## src/rtl/hello_world_core.sv

```systemverilog
// Filtered two-input gate: synchronize, debounce, combine, register.
// Also reports output transitions as a pulse and a saturating count.
module hello_world_core #(
    parameter int SYNC_STAGES = 2,
    parameter int DEBOUNCE    = 4,
    parameter int OP          = 0,
    parameter int CNT_W       = 8
) (
    input  logic             clk,
    input  logic             rst,
    input  logic             a,
    input  logic             b,
    output logic             c,
    output logic             a_flt,
    output logic             b_flt,
    output logic             c_chg,
    output logic [CNT_W-1:0] toggle_cnt
);

    localparam int DB_W = (DEBOUNCE > 1) ? $clog2(DEBOUNCE) : 1;
    localparam logic [DB_W-1:0] DB_LAST = DB_W'(DEBOUNCE - 1);

    logic [SYNC_STAGES-1:0] a_sync;
    logic [SYNC_STAGES-1:0] b_sync;
    logic [1:0]             s;
    logic [1:0]             flt;
    logic [DB_W-1:0]        db_cnt [2];
    logic                   c_nx;

    assign s     = {b_sync[SYNC_STAGES-1], a_sync[SYNC_STAGES-1]};
    assign a_flt = flt[0];
    assign b_flt = flt[1];

    // Synchronizer chains, one per asynchronous input.
    always_ff @(posedge clk) begin
        if (rst) begin
            a_sync <= '0;
            b_sync <= '0;
        end else begin
            a_sync <= {a_sync[SYNC_STAGES-2:0], a};
            b_sync <= {b_sync[SYNC_STAGES-2:0], b};
        end
    end

    // Debounce: accept a new level only after DEBOUNCE mismatching cycles.
    always_ff @(posedge clk) begin
        if (rst) begin
            flt       <= '0;
            db_cnt[0] <= '0;
            db_cnt[1] <= '0;
        end else begin
            for (int i = 0; i < 2; i++) begin
                if (s[i] == flt[i]) begin
                    db_cnt[i] <= '0;
                end else if (db_cnt[i] == DB_LAST) begin
                    flt[i]    <= s[i];
                    db_cnt[i] <= '0;
                end else begin
                    db_cnt[i] <= db_cnt[i] + 1'b1;
                end
            end
        end
    end

    // Gate function selected at elaboration; unused codes fall back to AND.
    always_comb begin
        c_nx = flt[0] & flt[1];
        case (OP)
            1:       c_nx = flt[0] | flt[1];
            2:       c_nx = flt[0] ^ flt[1];
            3:       c_nx = ~(flt[0] & flt[1]);
            4:       c_nx = ~(flt[0] | flt[1]);
            5:       c_nx = ~(flt[0] ^ flt[1]);
            default: c_nx = flt[0] & flt[1];
        endcase
    end

    // Registered result, change pulse and saturating transition count.
    always_ff @(posedge clk) begin
        if (rst) begin
            c          <= 1'b0;
            c_chg      <= 1'b0;
            toggle_cnt <= '0;
        end else begin
            c     <= c_nx;
            c_chg <= c_nx ^ c;
            if ((c_nx != c) && (toggle_cnt != {CNT_W{1'b1}})) begin
                toggle_cnt <= toggle_cnt + 1'b1;
            end
        end
    end

endmodule

```

## config.mk

```make
export PLATFORM = sky130hd
export DESIGN_NAME = hello_world_core
export DESIGN_NICKNAME = d
export VERILOG_FILES = /design/src/rtl/hello_world_core.sv
export SDC_FILE = /design/constraint.sdc
export NUM_CORES = 1
export LEC_CHECK = 0
export CAP_MARGIN = 20
export CORE_UTILIZATION = 52
export DETAILED_ROUTE_END_ITERATION = 10
export PLACE_DENSITY = 0.8
export SYNTH_ARGS = -nofsm -noshare
export SYNTH_HDL_FRONTEND = slang
export SYNTH_SLANG_ARGS = --single-unit
```

## constraint.sdc

```tcl
create_clock -name clk -period 3.9 [get_ports clk]
set_clock_uncertainty 0.05 [all_clocks]
set_input_delay 0.39 -clock clk [delete_from_list [all_inputs] [get_ports clk]]
set_output_delay 0.39 -clock clk [all_outputs]
set_load 0.03 [all_outputs]
```

==> results of run 1 <==
## area by class of cell
cell class	instances	area (sq um)
Clock buffer	3	22.5
Clock inverter	1	3.75
Fill cell	122	472
Inverter	3	11.3
Multi-Input combinational cell	59	387
Sequential cell	20	440
Tap cell	16	20.0
Timing Repair Buffer	15	150
## cell usage after synthesis (2+ instances only)
cell type  number  area, sq um
dfxtp_1        16          320
nor2_1         12         45.0
a21oi_1         5         25.0
or3_1           5         31.3
edfxtp_1        4          120
nor2b_1         4         25.0
ha_1            3         37.5
inv_1           3         11.3
mux2i_1         3         30.0
nand2_1         3         11.3
o21ai_0         3         15.0
clkbuf_1        2         7.51
nand3_1         2         10.0
o31ai_1         2         15.0
or4_1           2         15.0
xnor2_1         2         17.5
xor2_1          2         17.5
## layer usage
layer	track usage (%)	part of all wire, %	up-vias
met2	25.6	48	11
met3	2.59	2.6	4
met4	9.38	2.0	0
li1	-	-	317
met5	0	0	-
met1	18.2	47	276
## worst reg2reg max path: stages (launching register included)
cell     delay (ns)
dfxtp_1        0.36
ha_1           0.23
nand3_1        0.13
o22ai_4        0.12
or4_1          0.51
a21oi_1        0.15
## metrics by stage
stage	cells	setup WS, ns	cell area, sq um	hold slack (ns)
6_report	117	1.99	1030	0.401
3_5_place_dp	113	1.94	1010	0.376
3_3_place_gp	113	2.02	1010	0.375
4_1_cts	117	1.97	1030	0.402
2_1_floorplan	84	2.18	846	0.364
5_1_grt	117	1.93	1030	0.414
## where the power goes
group          total [mW]  internal, mW  switching [mW]  leakage, nW
clock              0.0999        0.0373          0.0626       0.0154
sequential          0.217         0.215         0.00196        0.171
combinational      0.0130       0.00642         0.00656        0.207
## registers in the layout, summed over array words and instances (netlist names)
signal	count
toggle_cnt	8
b_sync	2
c	1
flt	2
db_cnt	4
c_chg	1
a_sync	2
## worst paths after layout
check,from,end,slack (ns),cells past startpoint
setup / recovery,flt[1],b_flt,1.99,1
hold / removal,a_sync[0],a_sync[1],0.40,1
setup reg to reg,toggle_cnt[0],toggle_cnt[5],2.28,5
hold reg to reg,a_sync[0],a_sync[1],0.40,1
## cell families after synthesis
logic type      after synthesis  share of synthesized area [%]
simple gates                 32                           21.0
flops                        20                           52.8
compound gates               13                           11.2
buf+inv                       5                           2.25
xor+xnor                      4                           4.20
fa+ha+maj                     3                           4.50
mux                           3                           3.60
other cells                   1                          0.449
==> reports/qor.txt, run 1 <==
DR vias: 608
Initial antenna violation count: 0
Buf+Inv Stages, Crit Path: 1
Share of post-route cells with drive strength above 1: 6.93%
DRC Markers: 0
Clk_lat worst skew: 0.30 ns
Crit path launch type: flop
Tot GR Track Use: 15.3%
Global-route wire length before repair: 2.00 mm
Final core utilization: 68.7%
Row cnt: 14
Fin crit share: 49.0%
RSZ-0062 raised after global routing: no
Port bufs: 15
Setup TNS: 0 ns
Netlist cell types: 25
CP Capture Type: primary output
Vias per std cell: 5.20
TritonRoute pass-1 iters: 4
Clock slew seen by the registers of the worst setup and hold paths: 0.11 ns
Peak supply drop: 0.216 mV
Post-CTS Setup Repair Bufs: 0
Routed wire per std cell: 11.1 microns
Post-Synthesis Cell Area: 835 sq um
Die W: 42.1 microns
Number of flops mapped to enable cells by yosys: 4
Most common cell after layout, fill and taps aside: dfxtp_1
CTS tree: built
Slew margin rel.: 60.1%
Clock Path Buffers: 2
#FFs+latches synth: 20
Pins Over Slew Limit: 0
CP max stage delay: 0.71 ns
ANT nets after route: 0
Overflow after GRT: 0
Peak Freq: 0.523 GHz
I/O pin count: 16
Post-Synthesis Cells: 81
HPWL Detailed: 962 microns
Pwr dens: 319 mW/mm^2
Largest net degree at the start of global routing: 19
DR iter-0 viols: 8
Most frequent cells in the layout: 16 x dfxtp_1, 15 x clkdlybuf4s50_1, 12 x nor2_1, 5 x or3_1, 5 x a21oi_1
Core ar.: 0.00151 sq mm
CP Cell Sequence: clkdlybuf4s50_1
Yosys warnings: 0
Lkg Pwr: 0.393 nW
Clk sinks: 20
Max Cap Viol: 0
Die ar.: 0.00177 sq mm
Prevailing post-synth register cell: dfxtp_1
Num CTS Buffers: 3
Status: finished clean
WP data arrival: 1.47 ns
Max FO, Critical Path: 6
ANT cells: 0
Sequential cell area fraction in the yosys report: 52.8%
Design Power: 330 uW
GP Congestion: 0.656
Hold Path Class: reg2reg
Actual slew at the worst max-slew pin: 0.596 ns
Delay-heaviest family, CP: buffers and inverters
Final min period: 1.91 ns
Syn-to-layout area delta: 24.0%
Critical path's slowest cell: clkdlybuf4s50_1
Nets: 109
Initial Util: 55.4%
Post-CTS Hold Fix Bufs: 0
Number of H-tree levels: 1
CTS Root Cell: clkbuf_4
Vias in the first global route: 516
Fin. Hold Viols: 0
Asr flop ratio synth: 0%
Drt total wl: 1.30 mm
Setup violations, final: 0
Worst EP required: 3.46 ns
Post_cts resized: 0
Chip height: 42.1 microns
Syn avg cell area: 10.3 sq um
CP Class: reg2out
No activity file was read; power rests on OpenSTA's default activity.
==> inputs of run 2 (changes only) <==
--- a/config.mk
+++ b/config.mk
@@ -6,9 +6,9 @@
 export NUM_CORES = 1
 export LEC_CHECK = 0
 export CAP_MARGIN = 20
-export CORE_UTILIZATION = 52
+export CORE_UTILIZATION = 44
 export DETAILED_ROUTE_END_ITERATION = 10
-export PLACE_DENSITY = 0.8
+export PLACE_DENSITY = 0.72
 export SYNTH_ARGS = -nofsm -noshare
 export SYNTH_HDL_FRONTEND = slang
 export SYNTH_SLANG_ARGS = --single-unit
==> constraint.sdc (replaced) <==
create_clock -name clk -period 1.6 [get_ports clk]
set_clock_uncertainty 0.05 [all_clocks]
set_input_delay 0.16 -clock clk [delete_from_list [all_inputs] [get_ports clk]]
set_output_delay 0.16 -clock clk [all_outputs]
set_load 0.03 [all_outputs]
==> run 2 against run 1 <==
  * Via count increased by 6.3%
  * Non-clock buffer count increased by 4
  * Critical path type unchanged
  * Design area increased by 8.2%
  * Hold slack got worse by 0.056 ns
  * Utilization decreased by 4.5 points
  * Sequential power increased by 140%
  * Critical path depth unchanged
  * First-iteration DRC count increased by 63%
  * Clock-buffer cell count unchanged
  * Flip-flop and latch count unchanged
==> reports/qor.txt, run 2 (synthesis gave the netlist of run 1 again) <==
Status: finished clean (unchanged)
Setup crit start: toggle_cnt[1] (was flt[1])
Global-route wire length before repair: 2.54 mm (was 2.00 mm)
Setup slack at placement: 0.0551 ns (was 1.94 ns)
Critical path's slowest cell: clkdlybuf4s50_1 (unchanged)
Final setup margin: 0.0482 ns (was 1.99 ns)
Clock Path Buffers: 2 (unchanged)
Num CTS Buffers: 3 (unchanged)
Drt total wl: 1.56 mm (was 1.30 mm)
Post-CTS Setup Repair Bufs: 0 (unchanged)
Logic pwr share: 3.6% (was 3.9%)
R2r setup slk: 0.07 ns (was 2.28 ns)
CP max stage delay: 0.67 ns (was 0.71 ns)
Final core utilization: 64.2% (was 68.7%)
Chip height: 45.6 microns (was 42.1 microns)
Overflow after GRT: 0 (unchanged)
RR Endpoint: toggle_cnt[7] (was toggle_cnt[5])
Most common cell after layout, fill and taps aside: nor2_1 (was dfxtp_1)
Port bufs: 15 (unchanged)
Worst hold stages: 2 (was 1)
Biggest regs: toggle_cnt (8), db_cnt (4) (unchanged)
ANT cells: 0 (unchanged)
Design Power: 976 uW (was 330 uW)
Max Cap Viol: 0 (unchanged)
Fin crit share: 97.0%
Peak Freq: 0.644 GHz
Row cnt: 15 (was 14)
I/O pin count: 16 (unchanged)
Most frequent cells in the layout: 12 x nor2_1, 11 x dfxtp_1, 7 x dlygate4sd2_1, 6 x clkdlybuf4s50_1 (was 16 x dfxtp_1, 15 x clkdlybuf4s50_1, 12 x nor2_1, 5 x or3_1, 5 x a21oi_1)
Lkg Pwr: 0.495 nW (was 0.393 nW)
Largest Register: toggle_cnt (unchanged)
Max FFs per register: 8 (unchanged)
CTS Root Cell: clkbuf_4 (unchanged)
Worst flop-to-flop path startpoint: c (was toggle_cnt[0])
DP Area: 0.00106 sq mm (was 0.00101 sq mm)
CP Cell Sequence: clkdlybuf4s50_1 (unchanged)
Vias per std cell: 4.97 (was 5.20)
Final instance area: 0.00112 sq mm (was 0.00103 sq mm)
Max FO, Critical Path: 4 (was 6)
Final min period: 1.55 ns
CP endpoint: toggle_cnt[1] (was b_flt)
DR vias: 646 (was 608)
DR iter-0 viols: 13 (was 8)
Core ar.: 0.00175 sq mm (was 0.00151 sq mm)
Crit path launch type: flop (unchanged)
Delay-heaviest family, CP: buffers and inverters (unchanged)
R2R depth: 4 (was 5)
Die ar.: 0.00207 sq mm (was 0.00177 sq mm)
Multi-input gate area: 402 sq um (was 387 sq um)
TritonRoute pass-1 iters: 4 (unchanged)
Clock power share: 42.2% (was 30.3%)
WP data arrival: 1.34 ns (was 1.47 ns)
GP Congestion: 0.756 (was 0.656)
Initial antenna violation count: 0 (unchanged)
CP Class: reg2out (unchanged)
Vias in the first global route: 585 (was 516)
Number of H-tree levels: 1 (unchanged)
Initial Util: 47.8% (was 55.4%)
Pins Over Slew Limit: 0 (unchanged)
Levels on crit path: 1 (unchanged)
Storage element area: 447 sq um (was 440 sq um)
Clk_lat worst skew: 0.30 ns (about the same)
Setup violations, final: 0 (unchanged)
DRC Markers: 0 (unchanged)
Die W: 45.6 microns (was 42.1 microns)
Setup TNS: 0 ns (unchanged)
Nets: 113 (was 109)
Fin. Hold Viols: 0 (unchanged)
RSZ-0062 raised after global routing: no (unchanged)
Routed wire per std cell: 12.0 microns (was 11.1 microns)
Clock slew seen by the registers of the worst setup and hold paths: 0.12 ns (was 0.11 ns)
Reg power frac: 54.1% (was 65.8%)
Int Power: 795 uW (was 258 uW)
Peak supply drop: 0.702 mV (was 0.216 mV)
Pwr dens: 872 mW/mm^2 (was 319 mW/mm^2)
Worst EP required: 1.39 ns (was 3.46 ns)
CTS tree: built (unchanged)
Largest net degree at the start of global routing: 13 (was 19)
Fillers: 157 (was 122)
CP Capture Type: primary output (unchanged)
Clk sinks: 20 (unchanged)
Hold Path Class: in2reg (was reg2reg)
Switching share of power: 18.5% (was 21.6%)
ANT nets after route: 0 (unchanged)
Tot GR Track Use: 17.8% (was 15.3%)
Syn-to-layout area delta: 34.2% (was 24.0%)
Switching power total: 181 uW (was 71.1 uW)
HPWL Detailed: 1.08 mm (was 962 microns)
Buf+Inv Stages, Crit Path: 1 (unchanged)
Share of post-route cells with drive strength above 1: 20.0% (was 6.93%)
==> run 2: cell count changes in the layout (fill, tap and decap cells not counted), moves of 4 or more <==
cell,delta
clkdlybuf4s50_1,-9
buf_4,+4
dfxtp_2,+5
dlygate4sd2_1,+7
dfxtp_1,-5
==> run 2: layout make-up <==
| class | count | share of cell area [%] |
|---|---|---|
| clock buffer | 3 | 2.01 |
| clock inverter | 1 | 2.68 |
| inverter | 3 | 1.01 |
| multi-input combinational | 59 | 35.9 |
| sequential | 20 | 39.9 |
| tap | 25 | 2.79 |
| timing repair buffer | 19 | 15.8 |
==> run 2: metrics by stage <==
stage,instances,hold WS [ns]
2_1_floorplan,84,0.238
3_3_place_gp,126,0.377
3_5_place_dp,126,0.375
4_1_cts,130,0.342
5_1_grt,130,0.344
6_report,130,0.345
==> run 2: power groups by stage <==
| stage | sequential, mW | combinational [mW] | clock, mW |
|---|---|---|---|
| 2_1_floorplan | 0.540 | 0.0197 | 0 |
| 3_3_place_gp | 0.540 | 0.0349 | 0 |
| 3_5_place_dp | 0.540 | 0.0359 | 0 |
| 4_1_cts | 0.528 | 0.0356 | 0.417 |
| 5_1_grt | 0.530 | 0.0403 | 0.428 |
| 6_report | 0.528 | 0.0356 | 0.412 |
==> run 2: metal layers <==
metal | routed length [microns] | GRT usage [%] | up-vias
li1 | - | - | 328
met3 | 38 | 2.38 | 2
met1 | 723 | 19.9 | 307
met4 | 27 | 12.7 | 0
met2 | 768 | 30.6 | 9
met5 | 0 | 0 | -
==> run 2: how the worst min path moves through the flow <==
stage                            to  slack, ns       from
after floorplan           a_sync[0]       0.24          a
after global placement    a_sync[1]       0.38  a_sync[0]
after detailed placement  a_sync[1]       0.37  a_sync[0]
after CTS                 a_sync[0]       0.34          a
after global routing      a_sync[0]       0.34          a
final                     a_sync[0]       0.34          a
==> run 2: timing repair <==
action                                  CTS  global route
gates cloned                              0             0
gates resized for setup                   7             6
endpoints found under the setup margin    7             6
hold buffers                              0             0
==> inputs of run 3 (changes only) <==
--- a/config.mk
+++ b/config.mk
@@ -5,10 +5,12 @@
 export SDC_FILE = /design/constraint.sdc
 export NUM_CORES = 1
 export LEC_CHECK = 0
+export ABC_AREA = 1
 export CAP_MARGIN = 20
-export CORE_UTILIZATION = 44
+export CORE_MARGIN = 10
+export CORE_UTILIZATION = 45
 export DETAILED_ROUTE_END_ITERATION = 10
-export PLACE_DENSITY = 0.72
+export PLACE_DENSITY = 0.73
 export SYNTH_ARGS = -nofsm -noshare
 export SYNTH_HDL_FRONTEND = slang
 export SYNTH_SLANG_ARGS = --single-unit
==> run 3 against run 2 <==
  * Utilization shrank 4.2 points
  * Hold slack lost 0.020 ns
  * Combinational power grew 61%
  * First-iteration DRC count grew 120%
  * Clock power shrank 31%
  * Worst setup slack gained 0.036 ns
  * Design area grew 3.9%
  * Cell count grew 32%
  * Flip-flop and latch count is the same
  * Critical endpoint is now toggle_cnt[3]
  * Largest power group unchanged
==> reports/qor.txt, run 3 <==
Port bufs: 15 (unchanged)
Top cells by area, synth: dfxtp_1 35%, edfxtp_1 13%, nor2_1 12% (was dfxtp_1 38%, edfxtp_1 14%, nor2_1 5.4%)
Setup TNS: 0 ns (unchanged)
TritonRoute pass-1 iters: 4 (unchanged)
Nets: 153 (was 113)
Chip height: 65.0 microns (was 45.6 microns)
I/O pin count: 16 (unchanged)
Initial antenna violation count: 0 (unchanged)
#FFs+latches synth: 20 (unchanged)
Buf+Inv Stages, Crit Path: 1 (unchanged)
Fin crit share: 94.7% (was 97.0%)
Clock Path Buffers: 2 (unchanged)
Largest Register: toggle_cnt (unchanged)
Count leader, synth: nor2_1 (was dfxtp_1)
Die ar.: 0.00423 sq mm (was 0.00207 sq mm)
Setup violations, final: 0 (unchanged)
Netlist cell types: 20 (was 25)
Routed wire per std cell: 10.5 microns (was 12.0 microns)
Most common cell after layout, fill and taps aside: nor2_1 (unchanged)
Final min period: 1.52 ns (was 1.55 ns)
Share of post-route cells with drive strength above 1: 11.0% (was 20.0%)
Max Cap Viol: 0 (unchanged)
Row cnt: 16 (was 15)
Drt total wl: 1.81 mm (was 1.56 mm)
Crit path launch type: flop (unchanged)
Storage element area: 443 sq um (was 447 sq um)
CTS tree: built (unchanged)
Yosys warnings: 0 (unchanged)
Hold Path Class: in2reg (unchanged)
CP Class: reg2out (unchanged)
Tot GR Track Use: 9.89% (was 17.8%)
CTS Root Cell: clkbuf_4 (unchanged)
Pins Over Slew Limit: 0 (unchanged)
Pwr dens: 754 mW/mm^2 (was 872 mW/mm^2)
Fillers: 193 (was 157)
Worst EP required: 1.39 ns (about the same)
Delay-heaviest family, CP: buffers and inverters (unchanged)
Post-Synthesis Cells: 120 (was 81)
Max FO, Critical Path: 2 (was 4)
Prevailing post-synth register cell: dfxtp_1 (unchanged)
HPWL Detailed: 1.47 mm (was 1.08 mm)
ANT cells: 0 (unchanged)
Sequential cell area fraction in the yosys report: 48.3% (was 52.8%)
Num CTS Buffers: 3 (unchanged)
Syn avg cell area: 7.60 sq um (was 10.3 sq um)
Peak Freq: 0.660 GHz (was 0.644 GHz)
Syn-to-layout area delta: 27.6% (was 34.2%)
Most frequent cells in the layout: 28 x nor2_1, 20 x nand2_1, 18 x inv_1, 14 x dfxtp_1, 9 x dlygate4sd2_1 (was 12 x nor2_1, 11 x dfxtp_1, 7 x dlygate4sd2_1, 6 x clkdlybuf4s50_1)
DP Area: 0.00113 sq mm (was 0.00106 sq mm)
CP Cell Sequence: clkdlybuf4s50_1 (unchanged)
Final instance area: 0.00116 sq mm (was 0.00112 sq mm)
Core ar.: 0.00194 sq mm (was 0.00175 sq mm)
Biggest regs: toggle_cnt (8), db_cnt (4) (unchanged)
Clk_lat worst skew: 0.29 ns (was 0.30 ns)
Post-synth top area cell: dfxtp_1 (unchanged)
Final core utilization: 59.9% (was 64.2%)
Clock slew seen by the registers of the worst setup and hold paths: 0.11 ns (was 0.12 ns)
Number of H-tree levels: 1 (unchanged)
Non-Filler Instances: 172 (was 130)
DR vias: 779 (was 646)
Peak supply drop: 0.518 mV (was 0.702 mV)
RSZ-0062 raised after global routing: no (unchanged)
Clk sinks: 20 (unchanged)
Status: finished clean (unchanged)
Largest net degree at the start of global routing: 12 (was 13)
GP Congestion: 0.839 (was 0.756)
Fin. Hold Viols: 0 (unchanged)
WP data arrival: 1.31 ns (was 1.34 ns)
Max FFs per register: 8 (unchanged)
Yosys top cell area share: 35.1% (was 38.4%)
Placed Cells: 168 (was 126)
Initial Util: 47.0% (was 47.8%)
Global-route wire length before repair: 3.43 mm (was 2.54 mm)
Vias per std cell: 4.53 (was 4.97)
DRC Markers: 0 (unchanged)
Post-Synthesis Cell Area: 912 sq um (was 835 sq um)
Multi-input gate area: 412 sq um (was 402 sq um)
Die W: 65.0 microns (was 45.6 microns)
ANT nets after route: 0 (unchanged)
Post-synth top cells: 28 x nor2_1, 20 x nand2_1, 18 x inv_1, 16 x dfxtp_1, 8 x nand3_1 (was 16 x dfxtp_1, 12 x nor2_1, 5 x a21oi_1, 5 x or3_1)
Lkg Pwr: 0.563 nW (was 0.495 nW)
DR iter-0 viols: 29 (was 13)
Asr flop ratio synth: 0% (unchanged)
Overflow after GRT: 0 (unchanged)
CP max stage delay: 0.67 ns (about the same)
Number of flops mapped to enable cells by yosys: 4 (unchanged)
CP Capture Type: primary output (unchanged)
Post-CTS Setup Repair Bufs: 0 (unchanged)
Critical path's slowest cell: clkdlybuf4s50_1 (unchanged)
Vias in the first global route: 793 (was 585)
run 3: worst paths after layout:
path	to	from	slack, ns	cells after the start
worst max-delay path	toggle_cnt[3]	toggle_cnt[3]	0.08	1
worst min-delay path	a_sync[0]	a	0.33	3
worst max register to register	toggle_cnt[1]	toggle_cnt[0]	0.21	8
worst min register to register	b_sync[1]	b_sync[0]	0.36	2
run 3: layout make-up:
class                           count  share of cell area [%]
Tap cell                           27                    2.90
Clock buffer                        4                    3.12
Sequential cell                    20                    38.1
Timing Repair Buffer               19                    14.7
Inverter                           18                    5.81
Multi-Input combinational cell     84                    35.4
run 3: logic make-up after synthesis:
logic type                 synth area share, %
buffers and inverters                     7.82
AOI/OAI and AO/OA                         7.13
xor gates and xnor gates                  2.88
other                                    0.411
and+or+nand+nor                           29.4
adders and majority gates                 4.12
DFF                                       48.3
run 3: per-layer routing:
layer / vias up / track usage (%) / wire length, microns
met5: - / 0 / 0
met1: 340 / 10.8 / 787
met2: 16 / 16.1 / 863
li1: 421 / - / -
met4: 0 / 4.01 / 23
met3: 2 / 4.64 / 136
run 3: per-stage QoR:
step	hold slack (ns)	setup WS, ns	power [mW]
2_1_floorplan	0.217	0.0640	0.580
3_3_place_gp	0.341	0.216	0.604
3_5_place_dp	0.348	0.172	0.607
4_1_cts	0.319	0.0252	0.888
5_1_grt	0.340	0.00476	0.927
6_report	0.325	0.0842	0.878
run 3: power breakdown:
group	switching, mW	internal (mW)	leakage, nW	total [mW]
Combinational	0.0323	0.0251	0.370	0.0574
Sequential	0.00862	0.527	0.172	0.536
Clock	0.146	0.138	0.0210	0.285
Total	0.187	0.691	0.563	0.878
run 3: what timing repair did:
action	in CTS	in global routing
pin swaps	0	0
endpoints found under the hold margin	0	0
resized for setup	9	3
hold buffers	0	0
endpoints found under the setup margin	9	2
